$ cat src/rtl/misr_pkg.sv
// Shared types and constants for the MISR signature monitor.
package misr_pkg;

  // Run sequencing states.
  typedef enum logic [2:0] {
    IDLE,
    RESET,
    RUN,
    CHECK,
    DONE
  } misr_state_t;

  // x^64 + x^4 + x^3 + x + 1 feedback taps (x^64 term implied).
  localparam logic [63:0] DEFAULT_POLY64 = 64'h0000_0000_0000_001B;

endpackage

$ cat src/rtl/misr_lane.sv
// One MISR channel: shift-left Galois register folded with the channel input.
//   clk  : clock
//   clr  : load SEED (highest priority)
//   en   : perform one compaction step
//   din  : channel input, zero-extended to SIG_W
//   sig  : current signature
module misr_lane
  import misr_pkg::*;
#(
  parameter int unsigned       SIG_W = 64,
  parameter int unsigned       IN_W  = 64,
  parameter logic [SIG_W-1:0]  POLY  = SIG_W'(DEFAULT_POLY64),
  parameter logic [SIG_W-1:0]  SEED  = '0
) (
  input  logic             clk,
  input  logic             clr,
  input  logic             en,
  input  logic [IN_W-1:0]  din,
  output logic [SIG_W-1:0] sig
);

  // Multiply by x modulo the feedback polynomial, then add the input word.
  always_ff @(posedge clk) begin
    if (clr) begin
      sig <= SEED;
    end else if (en) begin
      sig <= {sig[SIG_W-2:0], 1'b0} ^ (sig[SIG_W-1] ? POLY : '0) ^ SIG_W'(din);
    end
  end

endmodule

$ cat src/rtl/misr_sig_monitor.sv
// N-channel MISR signature monitor: sequences MISR reset, a fixed compaction
// window and a golden-signature compare, and tracks QED consistency.
//   clk, rst        : clock, synchronous active-high reset
//   ena             : compaction enable (0 stalls counter and MISRs)
//   start           : begin a run; aborts a run in progress
//   cont_mode       : restart automatically after each CHECK
//   qed_consistent  : QED register copies agree this cycle
//   data_in         : channel c at [c*IN_W +: IN_W]
//   golden_sig      : expected signatures, sampled in CHECK
//   misr_reset      : high during the RESET cycle
//   busy / done     : run in progress / results held
//   pass            : no mismatch and no inconsistency (valid with done)
//   mismatch_mask   : per-channel signature mismatch from last CHECK
//   incons_seen     : sticky inconsistency flag for the current run
//   win_cnt         : compactions done in current run
//   sig_out         : live signatures
module misr_sig_monitor
  import misr_pkg::*;
#(
  parameter int unsigned      NUM_CH = 8,
  parameter int unsigned      IN_W   = 64,
  parameter int unsigned      SIG_W  = 64,
  parameter int unsigned      WINDOW = 124,
  parameter logic [SIG_W-1:0] POLY   = SIG_W'(DEFAULT_POLY64),
  parameter logic [SIG_W-1:0] SEED   = '0,
  localparam int unsigned     CNT_W  = $clog2(WINDOW + 1)
) (
  input  logic                    clk,
  input  logic                    rst,
  input  logic                    ena,
  input  logic                    start,
  input  logic                    cont_mode,
  input  logic                    qed_consistent,
  input  logic [NUM_CH*IN_W-1:0]  data_in,
  input  logic [NUM_CH*SIG_W-1:0] golden_sig,
  output logic                    misr_reset,
  output logic                    busy,
  output logic                    done,
  output logic                    pass,
  output logic [NUM_CH-1:0]       mismatch_mask,
  output logic                    incons_seen,
  output logic [CNT_W-1:0]        win_cnt,
  output logic [NUM_CH*SIG_W-1:0] sig_out
);

  misr_state_t       state;
  logic              enter_reset;
  logic              lane_clr;
  logic              lane_en;
  logic [NUM_CH-1:0] cmp;

  // Any start restarts the run; cont_mode restarts from CHECK or DONE.
  assign enter_reset = start | (cont_mode & ((state == CHECK) | (state == DONE)));
  assign lane_clr    = rst | (state == RESET);
  assign lane_en     = (state == RUN) & ena;

  // Per-channel compare against golden values.
  always_comb begin
    cmp = '0;
    for (int unsigned c = 0; c < NUM_CH; c++) begin
      cmp[c] = sig_out[c*SIG_W +: SIG_W] != golden_sig[c*SIG_W +: SIG_W];
    end
  end

  // Sequencer, window counter, sticky consistency flag and result registers.
  always_ff @(posedge clk) begin
    if (rst) begin
      state         <= IDLE;
      misr_reset    <= 1'b0;
      busy          <= 1'b0;
      done          <= 1'b0;
      pass          <= 1'b0;
      mismatch_mask <= '0;
      incons_seen   <= 1'b0;
      win_cnt       <= '0;
    end else begin
      misr_reset <= enter_reset;

      // Results register in CHECK unless the run is being aborted.
      if ((state == CHECK) && !start) begin
        mismatch_mask <= cmp;
        pass          <= (cmp == '0) && !incons_seen;
      end

      if (enter_reset) begin
        // Counter reads 0 already in the RESET cycle, including on abort.
        state       <= RESET;
        busy        <= 1'b1;
        done        <= 1'b0;
        win_cnt     <= '0;
        incons_seen <= 1'b0;
      end else begin
        case (state)
          IDLE:  state <= IDLE;
          RESET: state <= RUN;
          RUN: begin
            if (ena) begin
              win_cnt     <= win_cnt + CNT_W'(1);
              incons_seen <= incons_seen | ~qed_consistent;
              if (win_cnt == CNT_W'(WINDOW - 1)) state <= CHECK;
            end
          end
          CHECK: begin
            state <= DONE;
            busy  <= 1'b0;
            done  <= 1'b1;
          end
          DONE:    state <= DONE;
          default: state <= IDLE;
        endcase
      end
    end
  end

  for (genvar c = 0; c < NUM_CH; c++) begin : g_lane
    misr_lane #(
      .SIG_W (SIG_W),
      .IN_W  (IN_W),
      .POLY  (POLY),
      .SEED  (SEED)
    ) u_lane (
      .clk (clk),
      .clr (lane_clr),
      .en  (lane_en),
      .din (data_in[c*IN_W +: IN_W]),
      .sig (sig_out[c*SIG_W +: SIG_W])
    );
  end

endmodule

$ cat config.mk
export PLATFORM = sky130hd
export DESIGN_NAME = misr_sig_monitor
export DESIGN_NICKNAME = d
export VERILOG_FILES = /design/src/rtl/misr_pkg.sv /design/src/rtl/misr_lane.sv /design/src/rtl/misr_sig_monitor.sv
export SDC_FILE = /design/constraint.sdc
export NUM_CORES = 1
export LEC_CHECK = 0
export ABC_AREA = 0
export CORE_AREA = 2 2 610 612
export CTS_CLUSTER_DIAMETER = 100
export DETAILED_ROUTE_END_ITERATION = 8
export DIE_AREA = 0 0 612 614
export HOLD_SLACK_MARGIN = 0.08
export PLACE_DENSITY_LB_ADDON = 0.08
export RECOVER_POWER = 25
export SLEW_MARGIN = 20
export SYNTH_ARGS = -nofsm -noshare
export SYNTH_HDL_FRONTEND = slang
export SYNTH_HIERARCHICAL = 1
export SYNTH_SLANG_ARGS = --single-unit
$ cat constraint.sdc
create_clock -name clk -period 5.1 [get_ports clk]
set_clock_uncertainty 0.1 [all_clocks]
set_input_delay 1.275 -clock clk [delete_from_list [all_inputs] [get_ports clk]]
set_output_delay 1.275 -clock clk [all_outputs]
set_load 0.03 [all_outputs]
==> results.md, run 1 <==
* Hpwl dp at 253000 um
* Hold path endpoint: busy
* Max-cap viol count at 3
* Syn nets at 4066
* Ports at 1562
* Setup violators final at 0
* Crit start category: primary input
* Post_cts resized at 0
* DRC viols at 0
* H-Tree Depth at 3
* CTS Root Cell: clkbuf_16
* WHS at 0.369 ns
* Largest cells by area after synthesis: dfxtp_1 (34%), xnor2_1 (21%), a211oi_2 (19%)
* Yosys top cell area share at 33.9%
* Peak supply drop at 0.000270 V
* Placed inst area at 52500 sq um
* Synth Flop Type: dfxtp_1
* FF-to-FF setup slack at 1.33 ns
* GP Congestion at 0.864
* CP max stage cell: clkbuf_1
* Maximum clock rate at 232 MHz
* P_leak at 16.0 nW
* Share of layout cells above drive strength 1 at 14.1%
* Flops & latches, synth at 535
* Worst-Skew Late Latency at 0.83 ns
* R2r endpoint: state[0]
* Status: finished, violations left
* Yosys top cell by area: dfxtp_1
* CP required at 5.73 ns
* Final setup TNS at 0 ns
* DIE WIDTH at 612 um
* Most numerous cell in the Yosys netlist: xnor2_1
* DRT Wirelength at 293000 um
* Clk sink count at 535
* Critical path arrival at 4.94 ns
* Largest delay share family, worst path: buffers and inverters
* Endpoints failing hold at 0
* CTS tree: yes
* Ys Warns at 6
* Die area at 376000 sq um
* Detailed Route Iter0 Violations at 1607
* Post-CTS Setup Inserts at 0
* Cell count after synthesis at 3035
* Final min period at 4.31 ns
* Final period utilization at 84.4%
* Hold_buf cts at 0
* CP bufs+invs at 3
* Routed WL per cell at 30.3 um
* Min-Delay Startpoint: busy
* Initial Util at 8.55%
* Antenna Nets Post-Route at 0
* Layout Nets at 5639
* Clk pin slew, worst setup/hold paths at 0.05 ns
* Maximum clock path buffer count at 4
* FF-to-FF Start: state[1]
* CP dominant cell by count: clkbuf_1
* Antenna violations before repair at 195
* Commonest cells post-synth: xnor2_1 (760), dfxtp_1 (535), nor2_1 (510)
* DRT Pass-1 Iters at 5
* Mean post-synth cell area at 10.4 sq um
* CP max stage delay at 1.27 ns
* Mapped cell area at 31600 sq um
* CP Capture Type: flop
* Worst rel slew slack at -41.6%
* Pin count of the biggest net entering global routing at 121
* Post-synthesis cell type count at 35
* Die Height at 614 um
* Slew @ Worst Pin at 2.12 ns
* Worst setup path class: primary input to flop
* Failing checks: capacitance limit, slew limit
* Placeable Area at 370000 sq um
* Hold Path Class: flop to flop
* Utilization after layout at 15.0%
* Power per standard cell area at 247 nW/um^2
* Synth async-reset ratio at 0%
* CP Cell Sequence: clkdlybuf4s50_1 > nor4bb_1 > clkbuf_1 > clkbuf_1 > nand2_1 > or3_1 > a21oi_1
* Final Max Slew Viols at 82
* Port bufs at 1561
* # rows at 224
* Vias in the first global route at 30532
* Worst r2r path cells at 6
* Sequential cell area fraction in the yosys report at 33.9%
* CTS Buf Count at 99
* RSZ-0062 raised after global routing: no
* Post-synth EDFFs at 0
* Final instance area at 55400 sq um
* WHS Path Cells at 2
* Total number of vias at 29873
* Worst-path maximum fanout at 21
* Area grow syn2layout at 75.1%
* Fillers at 41731
* Tot GR Track Use at 14.9%
* Total gr overflow at 0
* Avg Vias per Cell at 3.09
* Global-route wire length before repair at 361000 um
## power by group
group | internal, mW | switching [mW]
combinational | 1.25 | 1.14
sequential | 4.25 | 0.176
clock | 4.17 | 2.70
total | 9.67 | 4.02
## worst max-delay path by stage
stage / startpoint / endpoint / slack [ns] / cells past startpoint
after global placement: golden_sig[70] / pass / 0.22 / 9
after CTS: g_lane[4].u_lane/sig[26] / sig_out[282] / 0.96 / 1
after global routing: ena / g_lane[3].u_lane/sig[3] / 0.51 / 8
final: ena / state[0] / 0.79 / 7
after floorplan: ena / win_cnt[6] / 2.49 / 7
after detailed placement: golden_sig[70] / pass / 0.25 / 9
## routing by layer
| layer | vias up | part of all wire [%] | track usage [%] |
|---|---|---|---|
| li1 | 13733 | - | - |
| met5 | - | 0.16 | 0 |
| met2 | 1098 | 52 | 27.7 |
| met4 | 76 | 2.0 | 2.91 |
| met3 | 466 | 6.0 | 3.87 |
| met1 | 14500 | 39 | 17.0 |
## layout make-up
| class | instances | area, sq um | area share, % |
|---|---|---|---|
| tap | 4972 | 6220 | 11.2 |
| inverter | 2 | 7.51 | 0.0136 |
| antenna | 27 | 67.6 | 0.122 |
| sequential | 535 | 10700 | 19.3 |
| clock inverter | 25 | 324 | 0.585 |
| multi-input combinational | 2326 | 18800 | 33.9 |
| clock buffer | 147 | 2880 | 5.20 |
| timing repair buffer | 1644 | 16400 | 29.6 |
## tightest hold or removal path, stage by stage, from the launching register on
cell and delay [ns]:
dfxtp_1 0.31, nand2_1 0.05, a21oi_1 0.06
## cell families after synthesis
logic type | synth area share [%]
AO/OA/AOI/OAI | 19.8
XOR/XNOR | 28.5
adder cells (fa/ha/maj) | 0.0395
buffers and inverters | 6.03
flip-flops | 33.9
multiplexers | 0.791
AND/OR/NAND/NOR | 11.0
## flip-flops by register name (all words and copies together), names as in the netlist
signal             flops
misr_reset             1
g_lane.u_lane/sig    512
state                  3
mismatch_mask          8
busy                   1
incons_seen            1
pass                   1
done                   1
win_cnt                7
## stage by stage
stage	std cells	total power, mW	worst slack [ns]
final	9678	13.7	0.795
after global routing	9664	14.3	0.509
after CTS	9651	14.2	0.956
after detailed placement	9479	6.99	0.247
after global placement	9478	7.00	0.222
after floorplan	3035	5.42	2.49
## layout by cell type, fill, tap and decap left out, types with 2 or more instances in the layout
cell type | netlist | routed
clkbuf_1 | 1 | 37
buf_4 | 0 | 57
nor2_1 | 510 | 510
nand2_1 | 4 | 4
a211oi_1 | 12 | 70
xnor2_1 | 760 | 760
nand2b_1 | 26 | 26
nor4_4 | 0 | 2
mux2i_1 | 25 | 25
clkinvlp_4 | 0 | 2
nand3_1 | 3 | 3
diode_2 | 0 | 27
bufinv_16 | 0 | 6
a211oi_2 | 480 | 422
xor2_2 | 0 | 2
nor4_2 | 4 | 8
and3b_1 | 8 | 8
clkbuf_2 | 0 | 2
nor3b_2 | 8 | 5
o21ai_1 | 24 | 20
clkinv_2 | 0 | 11
clkdlybuf4s50_1 | 0 | 1560
inv_1 | 2 | 2
clkbuf_16 | 0 | 100
nor3_1 | 10 | 10
nor4_1 | 82 | 76
o21ai_0 | 1 | 5
nand4_1 | 83 | 83
xor2_1 | 271 | 269
clkbuf_8 | 0 | 20
clkinv_4 | 0 | 4
buf_12 | 56 | 13
dfxtp_1 | 535 | 535
a21oi_1 | 5 | 5
nor3b_1 | 1 | 4
Power figures use the tool's default switching activity.
==> run 2, diff against run 1 <==
Settings changed: CORE_AREA 2 2 610 612 to 2 2 616 618, DIE_AREA 0 0 612 614 to 0 0 618 620.
Clock period 5.1 ns to 3.9 ns, I/O delays scaled along.
==> results.md, run 2 (synthesis results as in run 1) <==
* Ports at 1562 (unchanged)
* Final Max Slew Viols at 10 (was 82)
* Layout Nets at 5705 (was 5639)
* Max-cap viol count at 1 (was 3)
* DIE WIDTH at 618 um (was 612 um)
* Slew @ Worst Pin at 1.63 ns (was 2.12 ns)
* Final setup TNS at 0 ns (unchanged)
* Hpwl dp at 258000 um (was 253000 um)
* Placeable Area at 377000 sq um (was 370000 sq um)
* Global-route wire length before repair at 369000 um (was 361000 um)
* Avg Vias per Cell at 3.08 (was 3.09)
* Final min period at 3.49 ns
* Dpl cells at 9589 (was 9479)
* Failing checks: capacitance limit, slew limit (unchanged)
* Total number of vias at 30158 (was 29873)
* Worst rel slew slack at -8.87% (was -41.6%)
* Post_cts resized at 0 (unchanged)
* CP Capture Type: output port (was flop)
* Most frequent cells in the layout: clkdlybuf4s50_1 (1553), xnor2_1 (760), dfxtp_1 (535) (was clkdlybuf4s50_1 (1560), xnor2_1 (760), dfxtp_1 (535))
* Final instance area at 55200 sq um (was 55400 sq um)
* Vias in the first global route at 31278 (was 30532)
* Largest regs: g_lane.u_lane/sig x512, mismatch_mask x8, win_cnt x7 (unchanged)
* Utilization after layout at 14.6% (was 15.0%)
* Share of layout cells above drive strength 1 at 12.5% (was 14.1%)
* DRC viols at 0 (unchanged)
* Endpoints failing hold at 0 (unchanged)
* Largest register FFs at 512 (unchanged)
* Die area at 383000 sq um (was 376000 sq um)
* Placed inst area at 53200 sq um (was 52500 sq um)
* Pin count of the biggest net entering global routing at 119 (was 121)
* Maximum clock path buffer count at 4 (unchanged)
* Final period utilization at 89.4%
* Hold Path Class: flop to flop (unchanged)
* Status: finished, violations left (unchanged)
* Clk sink count at 535 (unchanged)
* DRT Pass-1 Iters at 5 (unchanged)
* Pre-CTS setup slack at -0.678 ns (was 0.247 ns)
* Final Worst Setup Slack at 0.413 ns (was 0.795 ns)
* Routed WL per cell at 30.5 um (was 30.3 um)
* Setup violators final at 0 (unchanged)
* Post-CTS Setup Inserts at 0 (unchanged)
* Post-route non-filler standard cell count at 9780 (was 9678)
* Die Height at 620 um (was 614 um)
* RSZ-0062 raised after global routing: no (unchanged)
* CP max stage cell: clkdlybuf4s50_1 (was clkbuf_1)
* Area grow syn2layout at 74.6% (was 75.1%)
* Hold_buf cts at 0 (unchanged)
* # rows at 226 (was 224)
* Top reg by flops: g_lane.u_lane/sig (unchanged)
* Commonest non-fill, non-tap cell in the layout: clkdlybuf4s50_1 (unchanged)
* Total gr overflow at 0 (unchanged)
* Tot Pwr at 17.8 mW (was 13.7 mW)
* Worst setup path class: flop to output port (was primary input to flop)
* Peak supply drop at 0.000302 V (was 0.000270 V)
* GP Congestion at 0.840 (was 0.864)
* Critical path arrival at 2.41 ns (was 4.94 ns)
* Port bufs at 1561 (unchanged)
* Detailed Route Iter0 Violations at 1375 (was 1607)
* Largest delay share family, worst path: buffers and inverters (unchanged)
* Tot GR Track Use at 14.9% (about the same)
* CP max stage delay at 1.05 ns (was 1.27 ns)
* Antenna violations before repair at 190 (was 195)
* CTS Root Cell: clkbuf_16 (unchanged)
* Power per standard cell area at 322 nW/um^2 (was 247 nW/um^2)
* CTS tree: yes (unchanged)
* P_leak at 16.3 nW (was 16.0 nW)
* CTS Buf Count at 99 (unchanged)
* Maximum clock rate at 287 MHz
* CP bufs+invs at 1 (was 3)
* Antenna Nets Post-Route at 0 (unchanged)
* Initial Util at 8.39% (was 8.55%)
* Worst-path maximum fanout at 4 (was 21)
* WHS at 0.361 ns (was 0.369 ns)
* Worst-Skew Late Latency at 0.82 ns (was 0.83 ns)
* DRT Wirelength at 298000 um (was 293000 um)
* Fillers at 42709 (was 41731)
* CP required at 2.82 ns (was 5.73 ns)
* H-Tree Depth at 3 (unchanged)
* Clk pin slew, worst setup/hold paths at 0.06 ns (was 0.05 ns)
* CP Cell Sequence: clkdlybuf4s50_1 (was clkdlybuf4s50_1 > nor4bb_1 > clkbuf_1 > clkbuf_1 > nand2_1 > or3_1 > a21oi_1)
* Crit start category: flop (was primary input)
run 2: changes by cell type in the layout (fill, tap and decap cells not counted), moves of 3 or more:
| cell | previous run | this run |
|---|---|---|
| diode_2 | 27 | 20 |
| o21ai_0 | 5 | 8 |
| buf_4 | 57 | 112 |
| clkbuf_4 | 0 | 4 |
| clkinvlp_4 | 2 | 5 |
| a211oi_2 | 422 | 284 |
| clkdlybuf4s50_1 | 1560 | 1553 |
| a211oi_1 | 70 | 208 |
| nor3b_2 | 5 | 8 |
| o21ai_1 | 20 | 17 |
| buf_12 | 13 | 23 |
| nor3b_1 | 4 | 1 |
run 2: tightest hold or removal path, cell delays in order (launching register included):
cell	delay [ns]
dfxtp_1	0.31
nand2_1	0.05
a21oi_1	0.05
run 2: report_power, final:
| group | internal [mW] | leakage, nW | switching (mW) |
|---|---|---|---|
| sequential | 5.56 | 4.32 | 0.215 |
| combinational | 1.64 | 10.4 | 1.48 |
| clock | 5.32 | 1.53 | 3.55 |
| total | 12.5 | 16.3 | 5.24 |
run 2: layout make-up:
cell class                 count  area (sq um)  share of cell area, %
multi-input combinational   2326         18100                   32.7
antenna                       20          50.0                 0.0906
sequential                   535         10700                   19.4
clock buffer                 146          2880                   5.21
inverter                       2          7.51                 0.0136
timing repair buffer        1710         17000                   30.7
clock inverter                25           268                  0.485
tap                         5016          6280                   11.4
run 2: final timing paths:
path	startpoint	slack, ns	end	cells after the start
setup / recovery	g_lane[4].u_lane/sig[24]	0.41	sig_out[280]	1
hold / removal	busy	0.36	busy	2
setup reg to reg	state[0]	0.53	g_lane[1].u_lane/sig[15]	5
hold reg to reg	busy	0.36	busy	2
run 2: layer usage:
layer | wire length [um] | global-route usage (%) | vias to the layer above
li1 | - | - | 13855
met1 | 118000 | 16.9 | 14657
met2 | 157000 | 28.1 | 1065
met3 | 16700 | 3.69 | 479
met4 | 6330 | 2.89 | 102
met5 | 606 | 0 | -
==> run 3, diff against run 2 <==
Settings changed: CTS_CLUSTER_DIAMETER 100 to default, SLEW_MARGIN 20 to 10.
==> results.md, run 3 (synthesis results as in run 1) <==
* Status: finished, violations left (unchanged)
* Failing checks: capacitance limit (was capacitance limit, slew limit)
* Final instance area at 55700 sq um (was 55200 sq um)
* Detailed Route Iter0 Violations at 1473 (was 1375)
* Utilization after layout at 14.8% (was 14.6%)
* Clk pin slew, worst setup/hold paths at 0.06 ns (about the same)
* RSZ-0062 raised after global routing: no (unchanged)
* CP Cell Sequence: dlygate4sd3_1 > nor4bb_1 > buf_12 > clkbuf_1 > and3b_1 > mux2i_1 > o21ai_0 (was clkdlybuf4s50_1)
* DRT Pass-1 Iters at 7 (was 5)
* Min-Delay Startpoint: busy (unchanged)
* Peak supply drop at 0.000319 V (was 0.000302 V)
* CP Capture Type: flop (was output port)
* FF-to-FF setup slack at 0.61 ns (was 0.53 ns)
* Largest register FFs at 512 (unchanged)
* FF-to-FF Start: state[1] (was state[0])
* Worst-Skew Late Latency at 0.82 ns (about the same)
* Post-CTS Setup Inserts at 0 (unchanged)
* Worst Setup SP: ena (was g_lane[4].u_lane/sig[24])
* Die area at 383000 sq um (unchanged)
* Hpwl dp at 258000 um (unchanged)
* Crit start category: primary input (was flop)
* Slew @ Worst Pin at 1.49 ns (was 1.63 ns)
* Final period utilization at 92.2% (was 89.4%)
* Commonest non-fill, non-tap cell in the layout: clkdlybuf4s50_1 (unchanged)
* DRC viols at 0 (unchanged)
* Hold path endpoint: busy (unchanged)
* CTS Root Cell: clkbuf_16 (unchanged)
* Post_cts resized at 0 (unchanged)
* Placed inst area at 53200 sq um (unchanged)
* Initial Util at 8.39% (unchanged)
* Maximum clock path buffer count at 4 (unchanged)
* Antenna violations before repair at 191 (was 190)
* Area grow syn2layout at 76.2% (was 74.6%)
* Worst r2r path cells at 6 (was 5)
* Largest delay share family, worst path: buffers and inverters (unchanged)
* Tot GR Track Use at 15.0% (was 14.9%)
* CTS Buf Count at 97 (was 99)
* GP Congestion at 0.840 (unchanged)
* P_leak at 16.4 nW (was 16.3 nW)
* Pin count of the biggest net entering global routing at 119 (unchanged)
* Critical path arrival at 4.23 ns (was 2.41 ns)
* CP max stage cell: clkbuf_1 (was clkdlybuf4s50_1)
* CP required at 4.53 ns (was 2.82 ns)
* Antenna Nets Post-Route at 0 (unchanged)
* Fillers at 42642 (was 42709)
* DIE WIDTH at 618 um (unchanged)
* Worst setup path class: primary input to flop (was flop to output port)
* Port bufs at 1561 (unchanged)
* Worst-path maximum fanout at 29 (was 4)
* Hold Path Class: flop to flop (unchanged)
* CP bufs+invs at 3 (was 1)
* WHS Path Cells at 2 (unchanged)
* Endpoints failing hold at 0 (unchanged)
* Share of layout cells above drive strength 1 at 14.9% (was 12.5%)
* H-Tree Depth at 3 (unchanged)
* # rows at 226 (unchanged)
* Routed WL per cell at 30.5 um (about the same)
* Avg Vias per Cell at 3.10 (was 3.08)
* CP max stage delay at 1.11 ns (was 1.05 ns)
* Top reg by flops: g_lane.u_lane/sig (unchanged)
* Maximum clock rate at 278 MHz (was 287 MHz)
* Largest regs: g_lane.u_lane/sig x512, mismatch_mask x8, win_cnt x7 (unchanged)
* Worst rel slew slack at 0.477% (was -8.87%)
* Layout Nets at 5703 (was 5705)
* Vias in the first global route at 31284 (was 31278)
* WHS at 0.360 ns (was 0.361 ns)
* Setup violators final at 0 (unchanged)
* Global-route wire length before repair at 370000 um (was 369000 um)
* Power per standard cell area at 319 nW/um^2 (was 322 nW/um^2)
* Final Max Slew Viols at 0 (was 10)
* Most frequent cells in the layout: clkdlybuf4s50_1 (1552), xnor2_1 (760), dfxtp_1 (535) (was clkdlybuf4s50_1 (1553), xnor2_1 (760), dfxtp_1 (535))
* Clk sink count at 535 (unchanged)
* Placeable Area at 377000 sq um (unchanged)
* Total gr overflow at 0 (unchanged)
* Total number of vias at 30281 (was 30158)
* Max-cap viol count at 1 (unchanged)
* R2r endpoint: g_lane[2].u_lane/sig[1] (was g_lane[1].u_lane/sig[15])
* DRT Wirelength at 299000 um (was 298000 um)
* Final min period at 3.60 ns (was 3.49 ns)
* Ports at 1562 (unchanged)
* CTS tree: yes (unchanged)
* Die Height at 620 um (unchanged)
* Hold_buf cts at 0 (unchanged)
-- run 3: cell types whose count changed in the layout (fill, tap and decap cells not counted), moves of 4 or more --
cell	change
a211oi_1	-116
a211oi_2	+116
buf_4	+4
clkbuf_1	-4
clkbuf_16	-4
clkbuf_8	+4
diode_2	+4
-- run 3: worst max-delay path by stage --
stage,endpoint,depth (start not counted)
after floorplan,win_cnt[6],7
after global placement,pass,9
after detailed placement,pass,9
after CTS,sig_out[287],1
after global routing,g_lane[2].u_lane/sig[3],7
final,g_lane[2].u_lane/sig[1],7
-- run 3: per-stage QoR --
stage	std cells	TNS, ns	power (mW)	setup WS, ns
floorplan	3035	0	7.09	1.59
global route	9771	0	18.7	0.128
finish	9783	0	17.8	0.304
CTS	9759	0	18.5	0.118
detailed placement	9589	-1.89	9.18	-0.678
global placement	9589	-2.18	9.18	-0.815
-- run 3: area by class of cell --
type,count,area [sq um],share of cell area (%)
Multi-Input combinational cell,2326,18700,33.5
Timing Repair Buffer,1710,16900,30.4
Sequential cell,535,10700,19.2
Tap cell,5016,6280,11.3
Clock buffer,143,2820,5.06
Clock inverter,27,280,0.503
Antenna cell,24,60.1,0.108
Inverter,2,7.51,0.0135
-- run 3: routing by layer --
layer / up-vias / track usage [%] / part of all wire (%)
met2: 1074 / 28.0 / 52
met5: - / 0 / 0.21
met4: 104 / 3.00 / 2.2
met3: 479 / 3.63 / 5.5
li1: 13847 / - / -
met1: 14777 / 17.0 / 40
-- run 3: tightest hold or removal path: stages (launching register included) --
cell and delay (ns):
dfxtp_1 0.31, nand2_1 0.05, a21oi_1 0.05
-- run 3: where the power goes --
group | switching (mW) | leakage (nW) | internal, mW | total (mW)
logic | 1.51 | 10.5 | 1.66 | 3.17
registers | 0.216 | 4.32 | 5.56 | 5.78
clock network | 3.62 | 1.51 | 5.23 | 8.85
